`src/rtl/rf_write_arbiter_pkg.sv`:
```
// Shared types for the register-file write-back path: default widths,
// the queued write request and the arbiter state encoding.
package rf_pkg;

  localparam int ADDR  = 5;
  localparam int BUS_W = 32;

  typedef struct packed {
    logic [ADDR-1:0]  addr;
    logic [BUS_W-1:0] data;
  } wb_req_t;

  typedef enum logic {
    NORMAL = 1'b0,
    DRAIN  = 1'b1
  } wb_state_t;

endpackage

```
`src/rtl/rf_write_arbiter_if.sv`:
```
// Write-back bundle: ALU and MDU producers in, register-file write port and
// pending-destination mask out. master drives producers, slave is the arbiter.
interface rf_write_arbiter_if #(
  parameter int ADDR  = 5,
  parameter int BUS_W = 32
) ();

  logic              alu_valid;
  logic [ADDR-1:0]   alu_addr;
  logic [BUS_W-1:0]  alu_data;
  logic              alu_stall;

  logic              mdu_issue;
  logic [ADDR-1:0]   mdu_issue_addr;
  logic              mdu_valid;
  logic              mdu_ready;
  logic [ADDR-1:0]   mdu_addr;
  logic [BUS_W-1:0]  mdu_data;

  logic              r_write;
  logic [ADDR-1:0]   rd_addr;
  logic [BUS_W-1:0]  rd_w_data;
  logic [2**ADDR-1:0] pend_mask;

  modport master (
    output alu_valid, alu_addr, alu_data,
    output mdu_issue, mdu_issue_addr, mdu_valid, mdu_addr, mdu_data,
    input  alu_stall, mdu_ready, r_write, rd_addr, rd_w_data, pend_mask
  );

  modport slave (
    input  alu_valid, alu_addr, alu_data,
    input  mdu_issue, mdu_issue_addr, mdu_valid, mdu_addr, mdu_data,
    output alu_stall, mdu_ready, r_write, rd_addr, rd_w_data, pend_mask
  );

endinterface

```
`src/rtl/rf_write_arbiter_wb_fifo.sv`:
```
// In-order FIFO of write-back requests; head is visible combinationally,
// push while full and pop while empty are ignored.
module wb_fifo
  import rf_pkg::*;
#(
  parameter int DEPTH = 4
) (
  input  logic                   clk,
  input  logic                   rst,
  input  logic                   push,
  input  wb_req_t                push_req,
  input  logic                   pop,
  output wb_req_t                head,
  output logic [$clog2(DEPTH):0] count,
  output logic                   full,
  output logic                   empty
);

  localparam int PTR_W = $clog2(DEPTH);
  localparam int CNT_W = PTR_W + 1;

  wb_req_t            mem_q [DEPTH];
  logic [PTR_W-1:0]   wr_q, rd_q;
  logic [CNT_W-1:0]   cnt_q;
  logic               push_ok, pop_ok;

  assign full    = (cnt_q == CNT_W'(DEPTH));
  assign empty   = (cnt_q == '0);
  assign push_ok = push && !full;
  assign pop_ok  = pop && !empty;
  assign head    = mem_q[rd_q];
  assign count   = cnt_q;

  // Pointers wrap naturally because DEPTH is a power of two.
  always_ff @(posedge clk or negedge rst) begin
    if (!rst) begin
      wr_q  <= '0;
      rd_q  <= '0;
      cnt_q <= '0;
    end else begin
      if (push_ok) wr_q <= wr_q + PTR_W'(1);
      if (pop_ok)  rd_q <= rd_q + PTR_W'(1);
      if (push_ok && !pop_ok)      cnt_q <= cnt_q + CNT_W'(1);
      else if (pop_ok && !push_ok) cnt_q <= cnt_q - CNT_W'(1);
    end
  end

  always_ff @(posedge clk) begin
    if (push_ok) mem_q[wr_q] <= push_req;
  end

endmodule

```
`src/rtl/rf_write_arbiter.sv`:
```
// Owns the register-file write port: ALU results win in NORMAL, queued MDU
// results win in DRAIN; also tracks MDU destinations not yet committed.
module rf_write_arbiter #(
  parameter int ADDR  = 5,
  parameter int BUS_W = 32,
  parameter int DEPTH = 4
) (
  input  logic          clk,
  input  logic          rst,
  rf_write_arbiter_if.slave bus
);
  import rf_pkg::*;

  localparam int CNT_W = $clog2(DEPTH) + 1;

  wb_state_t          state_q;
  logic [CNT_W-1:0]   count, count_d;
  logic               full, empty;
  wb_req_t            head, push_req;
  logic               alu_take, fifo_pop, fifo_push;

  logic               r_write_q, r_write_d;
  logic [ADDR-1:0]    rd_addr_q, rd_addr_d;
  logic [BUS_W-1:0]   rd_w_data_q, rd_w_data_d;
  logic [2**ADDR-1:0] pend_q, pend_d;

  // Ready/stall look only at registered state so no valid-to-ready path exists.
  assign bus.mdu_ready = rst && !full;
  assign bus.alu_stall = rst && (state_q == DRAIN);

  assign alu_take  = (state_q == NORMAL) && bus.alu_valid && (bus.alu_addr != '0);
  assign fifo_pop  = !empty && !alu_take;
  assign fifo_push = bus.mdu_valid && bus.mdu_ready && (bus.mdu_addr != '0);
  assign push_req  = '{addr: bus.mdu_addr, data: bus.mdu_data};

  wb_fifo #(.DEPTH(DEPTH)) u_fifo (
    .clk      (clk),
    .rst      (rst),
    .push     (fifo_push),
    .push_req (push_req),
    .pop      (fifo_pop),
    .head     (head),
    .count    (count),
    .full     (full),
    .empty    (empty)
  );

  always_comb begin
    count_d = count;
    if (fifo_push && !fifo_pop)      count_d = count + CNT_W'(1);
    else if (fifo_pop && !fifo_push) count_d = count - CNT_W'(1);

    r_write_d   = alu_take || fifo_pop;
    rd_addr_d   = rd_addr_q;
    rd_w_data_d = rd_w_data_q;
    if (alu_take) begin
      rd_addr_d   = bus.alu_addr;
      rd_w_data_d = bus.alu_data;
    end else if (fifo_pop) begin
      rd_addr_d   = head.addr;
      rd_w_data_d = head.data;
    end

    // Issue is applied after the commit clear so a same-cycle set wins.
    pend_d = pend_q;
    if (fifo_pop)      pend_d[head.addr] = 1'b0;
    if (bus.mdu_issue) pend_d[bus.mdu_issue_addr] = 1'b1;
    pend_d[0] = 1'b0;
  end

  always_ff @(posedge clk or negedge rst) begin
    if (!rst) begin
      state_q     <= NORMAL;
      r_write_q   <= 1'b0;
      rd_addr_q   <= '0;
      rd_w_data_q <= '0;
      pend_q      <= '0;
    end else begin
      case (state_q)
        NORMAL:  if (count_d == CNT_W'(DEPTH)) state_q <= DRAIN;
        DRAIN:   if (count_d == '0)            state_q <= NORMAL;
        default: state_q <= NORMAL;
      endcase
      r_write_q   <= r_write_d;
      rd_addr_q   <= rd_addr_d;
      rd_w_data_q <= rd_w_data_d;
      pend_q      <= pend_d;
    end
  end

  assign bus.r_write   = r_write_q;
  assign bus.rd_addr   = rd_addr_q;
  assign bus.rd_w_data = rd_w_data_q;
  assign bus.pend_mask = pend_q;

endmodule

```
`src/flat_wrapper.sv`:
```
// flat-port wrapper written by rule: the top's interface ports become plain ports
module rf_write_arbiter_flat import rf_pkg::*;
#(
  parameter int ADDR  = 5,
  parameter int BUS_W = 32,
  parameter int DEPTH = 4
)
  (clk, rst, bus_alu_valid, bus_alu_addr, bus_alu_data, bus_mdu_issue, bus_mdu_issue_addr, bus_mdu_valid, bus_mdu_addr, bus_mdu_data, bus_alu_stall, bus_mdu_ready, bus_r_write, bus_rd_addr, bus_rd_w_data, bus_pend_mask);
  rf_write_arbiter_if #(.ADDR(ADDR), .BUS_W(BUS_W)) bus_i ();
  input  logic clk;
  input  logic rst;
  input wire logic [$bits(bus_i.alu_valid)-1:0] bus_alu_valid;
  input wire logic [$bits(bus_i.alu_addr)-1:0] bus_alu_addr;
  input wire logic [$bits(bus_i.alu_data)-1:0] bus_alu_data;
  input wire logic [$bits(bus_i.mdu_issue)-1:0] bus_mdu_issue;
  input wire logic [$bits(bus_i.mdu_issue_addr)-1:0] bus_mdu_issue_addr;
  input wire logic [$bits(bus_i.mdu_valid)-1:0] bus_mdu_valid;
  input wire logic [$bits(bus_i.mdu_addr)-1:0] bus_mdu_addr;
  input wire logic [$bits(bus_i.mdu_data)-1:0] bus_mdu_data;
  output wire logic [$bits(bus_i.alu_stall)-1:0] bus_alu_stall;
  output wire logic [$bits(bus_i.mdu_ready)-1:0] bus_mdu_ready;
  output wire logic [$bits(bus_i.r_write)-1:0] bus_r_write;
  output wire logic [$bits(bus_i.rd_addr)-1:0] bus_rd_addr;
  output wire logic [$bits(bus_i.rd_w_data)-1:0] bus_rd_w_data;
  output wire logic [$bits(bus_i.pend_mask)-1:0] bus_pend_mask;
  assign bus_i.alu_valid = bus_alu_valid;
  assign bus_i.alu_addr = bus_alu_addr;
  assign bus_i.alu_data = bus_alu_data;
  assign bus_i.mdu_issue = bus_mdu_issue;
  assign bus_i.mdu_issue_addr = bus_mdu_issue_addr;
  assign bus_i.mdu_valid = bus_mdu_valid;
  assign bus_i.mdu_addr = bus_mdu_addr;
  assign bus_i.mdu_data = bus_mdu_data;
  assign bus_alu_stall = bus_i.alu_stall;
  assign bus_mdu_ready = bus_i.mdu_ready;
  assign bus_r_write = bus_i.r_write;
  assign bus_rd_addr = bus_i.rd_addr;
  assign bus_rd_w_data = bus_i.rd_w_data;
  assign bus_pend_mask = bus_i.pend_mask;
  rf_write_arbiter #(.ADDR(ADDR), .BUS_W(BUS_W), .DEPTH(DEPTH)) u_core (.clk(clk), .rst(rst), .bus(bus_i));
endmodule
```
`config.mk`:
```
export PLATFORM = sky130hd
export DESIGN_NAME = rf_write_arbiter_flat
export DESIGN_NICKNAME = d
export VERILOG_FILES = /design/src/rtl/rf_write_arbiter_pkg.sv /design/src/rtl/rf_write_arbiter_if.sv /design/src/rtl/rf_write_arbiter_wb_fifo.sv /design/src/rtl/rf_write_arbiter.sv /design/src/flat_wrapper.sv
export SDC_FILE = /design/constraint.sdc
export NUM_CORES = 1
export LEC_CHECK = 0
export BUFFER_PORTS_ARGS = -buffer_cell sky130_fd_sc_hd__clkbuf_2
export CAP_MARGIN = 20
export CORE_UTILIZATION = 50
export DETAILED_ROUTE_END_ITERATION = 10
export GPL_ROUTABILITY_DRIVEN = 0
export GPL_TIMING_DRIVEN = 1
export PLACE_DENSITY = 0.74
export SYNTH_ARGS = -nofsm -noshare
export SYNTH_HDL_FRONTEND = slang
export SYNTH_SLANG_ARGS = --single-unit
```
`constraint.sdc`:
```
create_clock -name clk -period 6.5 [get_ports clk]
set_clock_uncertainty 0.2 [all_clocks]
set_input_delay 0.325 -clock clk [delete_from_list [all_inputs] [get_ports clk]]
set_output_delay 0.325 -clock clk [all_outputs]
set_load 0.05 [all_outputs]
```
# --- Yosys cells after proc, flatten, opt, wreduce, memory -nomap -nowiden ---
# Memory sizes are Yosys's and may differ from the RTL's.
# Cells that the tools add are included.
totals:
  mem_bits_rw: 148
  elab_cells: 71
  register_bits: 77
  mem_count: 1
  in_bits: 84
  output_inout_bits: 72
mem_list:
  columns: ["name", "depth", "word_bits", "rd", "rd_ports_with_merged_regs", "wr", "line_no", "source"]
  rows:
  - ["u_core.u_fifo.mem_q", 4, 37, 1, 0, 1, "rf_write_arbiter_wb_fifo.sv:22", "wb_req_t mem_q [DEPTH];"]
op_classes:
  n_eq_ne: 2
  mux: 19
  bitwise: 4
  n_addsub: 4
  n_lt_le_gt_ge: 4
  n_reduce_logical: 29
ops:
  columns: ["cell", "n"]
  rows:
  - ["$mux 32", 4]
  - ["$and 32x32->32", 1]
  - ["$not 32->32", 1]
  - ["$or 32x32->32", 1]
  - ["$logic_and 1x1->1", 15]
  - ["$lt 5x6->1 const B", 2]
  - ["$mux 3", 4]
  - ["$demux 1 s5", 2]
  - ["$ge 5x1->1 const B", 2]
  - ["$mux 5", 2]
  - ["$reduce_bool 5->1", 2]
  - ["$logic_not 1->1", 7]
  - ["$eq 3x3->1 const B", 2]
  - ["$logic_not 3->1", 2]
  - ["$mux 1", 6]
  - ["$add 2x1->2 const B", 2]
  - ["$reduce_bool 2->1", 2]
  - ["$add 3x1->3 const B", 1]
  - ["$sub 3x1->3 const B", 1]
  - ["$pmux 1 s2", 1]
  - ["$logic_or 1x1->1", 1]
  - ["$not 1->1", 1]

# --- Logic depth before layout (Yosys ltp) ---
logic_depth:
  word_depth: 12
  ltp_mapped: 11
  ltp_nobuf: 8

# --- Hierarchy ---
# A second synthesis with hierarchy kept.
hier_totals:
  hier_cells: 552
  hier_area_um2: 9001.1
by_module_without_submodules:
  columns: ["module", "cells_per_inst", "seq_area_each_um2", "n_inst", "area_each_um2"]
  rows:
  - ["wb_fifo", 229, 4619.4, 1, 5749.3]
  - ["rf_write_arbiter", 323, 1751.7, 1, 3251.9]

# --- Least setup slack after synthesis ---
# No wires, ideal clock.
synth_timing:
  path_kind: "reg-to-reg"
  start: "register u_core.u_fifo.cnt_q[0], in the netlist u_core.u_fifo.count[0]"
  end: "memory u_core.u_fifo.mem_q[0][0] (netlist bit), enable pin"
  synth_period_minus_slack_ps: 4063
  slack_ps: 2437
  n_path_buf: 1
  arrival_time_ps: 3465
  setup_time_ps: 398
  path_stages_with_launch: 7
  t_required_ps: 5902
  path_cell_list: "dfrtp_1 inv_1 ha_1 a21boi_0 o211a_1 clkbuf_1 and2_1"
synth_between:
  elab_chain_len: 8
synth_lines:
  columns: ["item", "line_no", "source"]
  rows:
  - ["start, declared", "rf_write_arbiter_wb_fifo.sv:24", "logic [CNT_W-1:0] cnt_q;"]
  - ["start signal, assigned", "rf_write_arbiter_wb_fifo.sv:43", "if (push_ok && !pop_ok) cnt_q <= cnt_q + CNT_W'(1);"]
  - ["start signal, assigned", "rf_write_arbiter_wb_fifo.sv:44", "else if (pop_ok && !push_ok) cnt_q <= cnt_q - CNT_W'(1);"]
  - ["$eq 3x3->1", "rf_write_arbiter_wb_fifo.sv:27", "assign full = (cnt_q == CNT_W'(DEPTH));"]
  - ["$logic_not 1->1", "rf_write_arbiter.sv:28", "assign bus.mdu_ready = rst && !full;"]
  - ["$logic_and 1x1->1", "rf_write_arbiter.sv:28", null]
  - ["named net bus_mdu_ready", "flat_wrapper.sv:21", "output wire logic [$bits(bus_i.mdu_ready)-1:0] bus_mdu_ready;"]
  - ["$logic_and 1x1->1 (2 in series)", "rf_write_arbiter.sv:33", "assign fifo_push = bus.mdu_valid && bus.mdu_ready && (bus.mdu_addr != '0);"]
  - ["$logic_and 1x1->1", "rf_write_arbiter_wb_fifo.sv:29", "assign push_ok = push && !full;"]
  - ["named net u_core.u_fifo.push_ok", "rf_write_arbiter_wb_fifo.sv:25", "logic push_ok, pop_ok;"]
  - ["$mux 1", "rf_write_arbiter_wb_fifo.sv:49", "if (push_ok) mem_q[wr_q] <= push_req;"]
  - ["$mux 1 (implied by the code)", "rf_write_arbiter_wb_fifo.sv:49", null]
  - ["end, declared", "rf_write_arbiter_wb_fifo.sv:22", null]
# The timed path passes the listed nets, and every way through them passes these cells.

# --- Worst setup path after layout ---
layout_timing:
  start: "input rst"
  end: "memory u_core.u_fifo.mem_q[0][21] (netlist bit), enable pin"
layout_between:
  elab_chain_len: 6
layout_lines:
  columns: ["item", "line_no", "source"]
  rows:
  - ["start, declared", "flat_wrapper.sv:11", "input logic rst;"]
  - ["$logic_and 1x1->1", "rf_write_arbiter.sv:28", null]
  - ["$logic_and 1x1->1 (2 in series)", "rf_write_arbiter.sv:33", null]
  - ["$logic_and 1x1->1", "rf_write_arbiter_wb_fifo.sv:29", null]
  - ["$mux 1", "rf_write_arbiter_wb_fifo.sv:49", null]
  - ["$mux 1 (implied by the code)", "rf_write_arbiter_wb_fifo.sv:49", null]
# No other way between the ends.

==> impl_metrics.csv <==
group,metric,value,unit
cts,cts.htree.levels,1,
detailed_routing,drt_iter0_markers,357,
grt,grt_pass1_vias,5996,
sta,final.setup.tns,0,ps
yosys,synth-seq-cells,225,
yosys,synthesis.instances,545,
die,die_h,135.3,um
sta,period_share,0.4901,
critical_path,cp.arrival,3110,ps
layout,syn2layout_area_growth,28.72,%
detailed_routing,dr.pass1.iters,5,
sta,hold_ws,29.76,ps
grt,gr-total-overflow,0,
critical_path,cp_max_fo,62,
detailed_routing,drc_errors,0,
layout,drive_above_1_share,0.3083,
yosys,yosysSeqAreaShare,0.7169,
grt,grt_pass1_wl,30.86,mm
detailed_routing,routed_wl,19.51,mm
die,die_x,135.3,um
die,start_util,0.5120,
critical_path,critical_path_class,"input pin to flip-flop",
sta,slew_headroom,0.3319,
cts,cts_tree,"yes",
critical_path,r2r_slack,3520,ps
sta,final.min_clock_period,3186,ps
status,status,"completed",
grt,grt_start_max_net_pins,80,
detailed_routing,wl_per_cell,19.07,um
yosys,synth_fp_nets,637,
yosys,yosys_warnings,0,
cts,max-clock-path-buffers,3,
sta,finalSetupViolations,0,
critical_path,cp-start-kind,"input pin",
sta,finalMaxSlewViolations,0,
cts,cts_buffers,24,
critical_path,rr_endpoint,"u_core.u_fifo.mem_q[0][21]",
layout,postLayoutCoreUtil,0.6591,
die,core,0.01736,sq mm
die,io_pins,156,
die,fp-row-count,48,
job,cap_violations,0,
critical_path,required,6420,ps
die,die-area,0.01831,sq mm
sta,fmax,0.3139,GHz
layout,final_common_cell,"clkbuf_2",
detailed_routing,postRouteAntennaNets,0,
detailed_routing,num_vias,5666,
cts,worstSkewPairLatency,510,ps
cts,clock_sinks,225,
layout,layout_common_cells,"153 x clkbuf_2, 148 x edfxtp_1, 83 x o21ai_0",
hold_path,holdCritPathClass,"input pin to async pin",
yosys,ys.flop_type,"edfxtp_1",
power_and_ir_drop,total_power,5631,uW
sta,tightest_slew,1002,ps
power_and_ir_drop,power.density,492.2,mW/mm^2
power_and_ir_drop,p_leak,0.004589,uW
grt,antenna_found_initial,0,
grt,grtUsageTotal,0.2209,
critical_path,r2r_cells,5,
placement,hpwl,11.63,mm
detailed_routing,avgViaCountPerCell,5.539,
layout,antenna_cells,0,
sta,hold_violations,0,
layout,nets,872,
placement,port_buffers,154,
power_and_ir_drop,ir_drop,401.0,uV
yosys,syn_area,0.008887,sq mm
cts,clk_pin_slew,60,ps
critical_path,cp-end-kind,"flip-flop",
cts,cts_root_buf,"clkbuf_16",
sta,rsz0062_at_grt,"no",
yosys,async_flop_share,0.3422,
yosys,syn_area_per_cell,16.31,sq um
yosys,synth-edff-count,148,
yosys,yosysUniqueCellTypes,37,
critical_path,timing.rr.start,"u_core.u_fifo.count[0]",
==> routing by layer <==
metal / vias to the layer above / wire, um / share of wire / global-route usage
met5: - / 0 / 0 / 0
met4: 0 / 272 / 0.014 / 0.05868
met1: 2836 / 7782 / 0.40 / 0.2860
li1: 2566 / - / - / -
met3: 25 / 1416 / 0.073 / 0.03966
met2: 239 / 10040 / 0.51 / 0.3849
==> per-stage QoR <==
stage / cell area, sq um / worst slack [ps] / cells
after floorplan: 8887 / 2437 / 545
after global placement: 9872 / 3183 / 903
after detailed placement: 9872 / 3076 / 903
after CTS: 11410 / 3063 / 1022
after global routing: 11440 / 3046 / 1023
final: 11440 / 3314 / 1023
==> flip-flops by register name, summed over array words and instances (netlist names), named ones only <==
register	flops
u_core.bus.rd_addr	5
u_core.bus.pend_mask	31
u_core.u_fifo.mem_q	148
u_core.u_fifo.count	3
u_core.u_fifo.rd_q	2
u_core.u_fifo.wr_q	2
u_core.bus.rd_w_data	32
u_core.bus.r_write	1
==> where the power goes <==
group	internal [uW]	total, uW	switching (uW)	leakage [uW]
sequential	1880	2100	222	0.00227
clock	802	1330	526	0.000383
combinational	691	2200	1510	0.00194
==> Yosys cell counts, drive strengths merged, types with 2 or more instances <==
cell type,count,area share
nand3,5,0.0028
o21ai,101,0.057
clkbuf,12,0.0051
nor2,8,0.0034
nand2,49,0.021
edfxtp,148,0.50
or3,4,0.0028
and2,5,0.0035
nand2b,4,0.0028
buf,12,0.0066
nand3b,7,0.0059
xnor2,4,0.0039
dfrtp,77,0.22
mux2i,37,0.042
ha,8,0.011
a31oi,3,0.0021
inv,4,0.0017
mux4,37,0.094
or3b,3,0.0030
or4,2,0.0021
nor2b,3,0.0021
xor2,2,0.0020
==> critical path: stages <==
cell and delay [ps]:
dlygate4sd3_1 530, buf_4 260, buf_16 330, a21boi_0 310, o211a_1 420, and2_2 880
==> kinds of logic (layout without fill, tap and decap cells) <==
logic type,count (synthesis),in the layout,share of synthesized area
flops,225,225,0.7169
compound gates,110,110,0.06504
buf+inv,28,281,0.01337
other cells,1,1,0.0004220
simple gates,92,92,0.05040
fa+ha+maj,8,8,0.01126
mux,75,75,0.1367
xor+xnor,6,6,0.005913
==> cell type report <==
type	instances	area, sq um
Clock inverter	9	75.07
Sequential cell	225	6374
Multi-Input combinational cell	292	2406
Timing Repair Buffer	233	1574
Tap cell	225	281.5
Clock buffer	35	714.4
Inverter	4	15.01
Fill cell	1187	5917
==> what timing repair did <==
item / 4_1_cts / 5_1_grt
resized for setup: 0 / 0
buffers inserted: 0 / 0
hold buffers: 75 / 0
endpoints found under the hold margin: 262 / 0
setup endpoints to repair: 0 / 0
==> worst max path at each step <==
| stage | to | slack (ps) | start |
|---|---|---|---|
| after floorplan | u_core.u_fifo.mem_q[0][0] | 2440 | u_core.u_fifo.count[0] |
| after global placement | u_core.u_fifo.mem_q[2][22] | 3180 | rst |
| after detailed placement | u_core.u_fifo.mem_q[3][18] | 3080 | rst |
| after CTS | u_core.u_fifo.mem_q[0][21] | 3060 | rst |
| after global routing | u_core.u_fifo.mem_q[0][21] | 3050 | rst |
| final | u_core.u_fifo.mem_q[0][21] | 3310 | rst |
(Power assumes the default switching activity.)
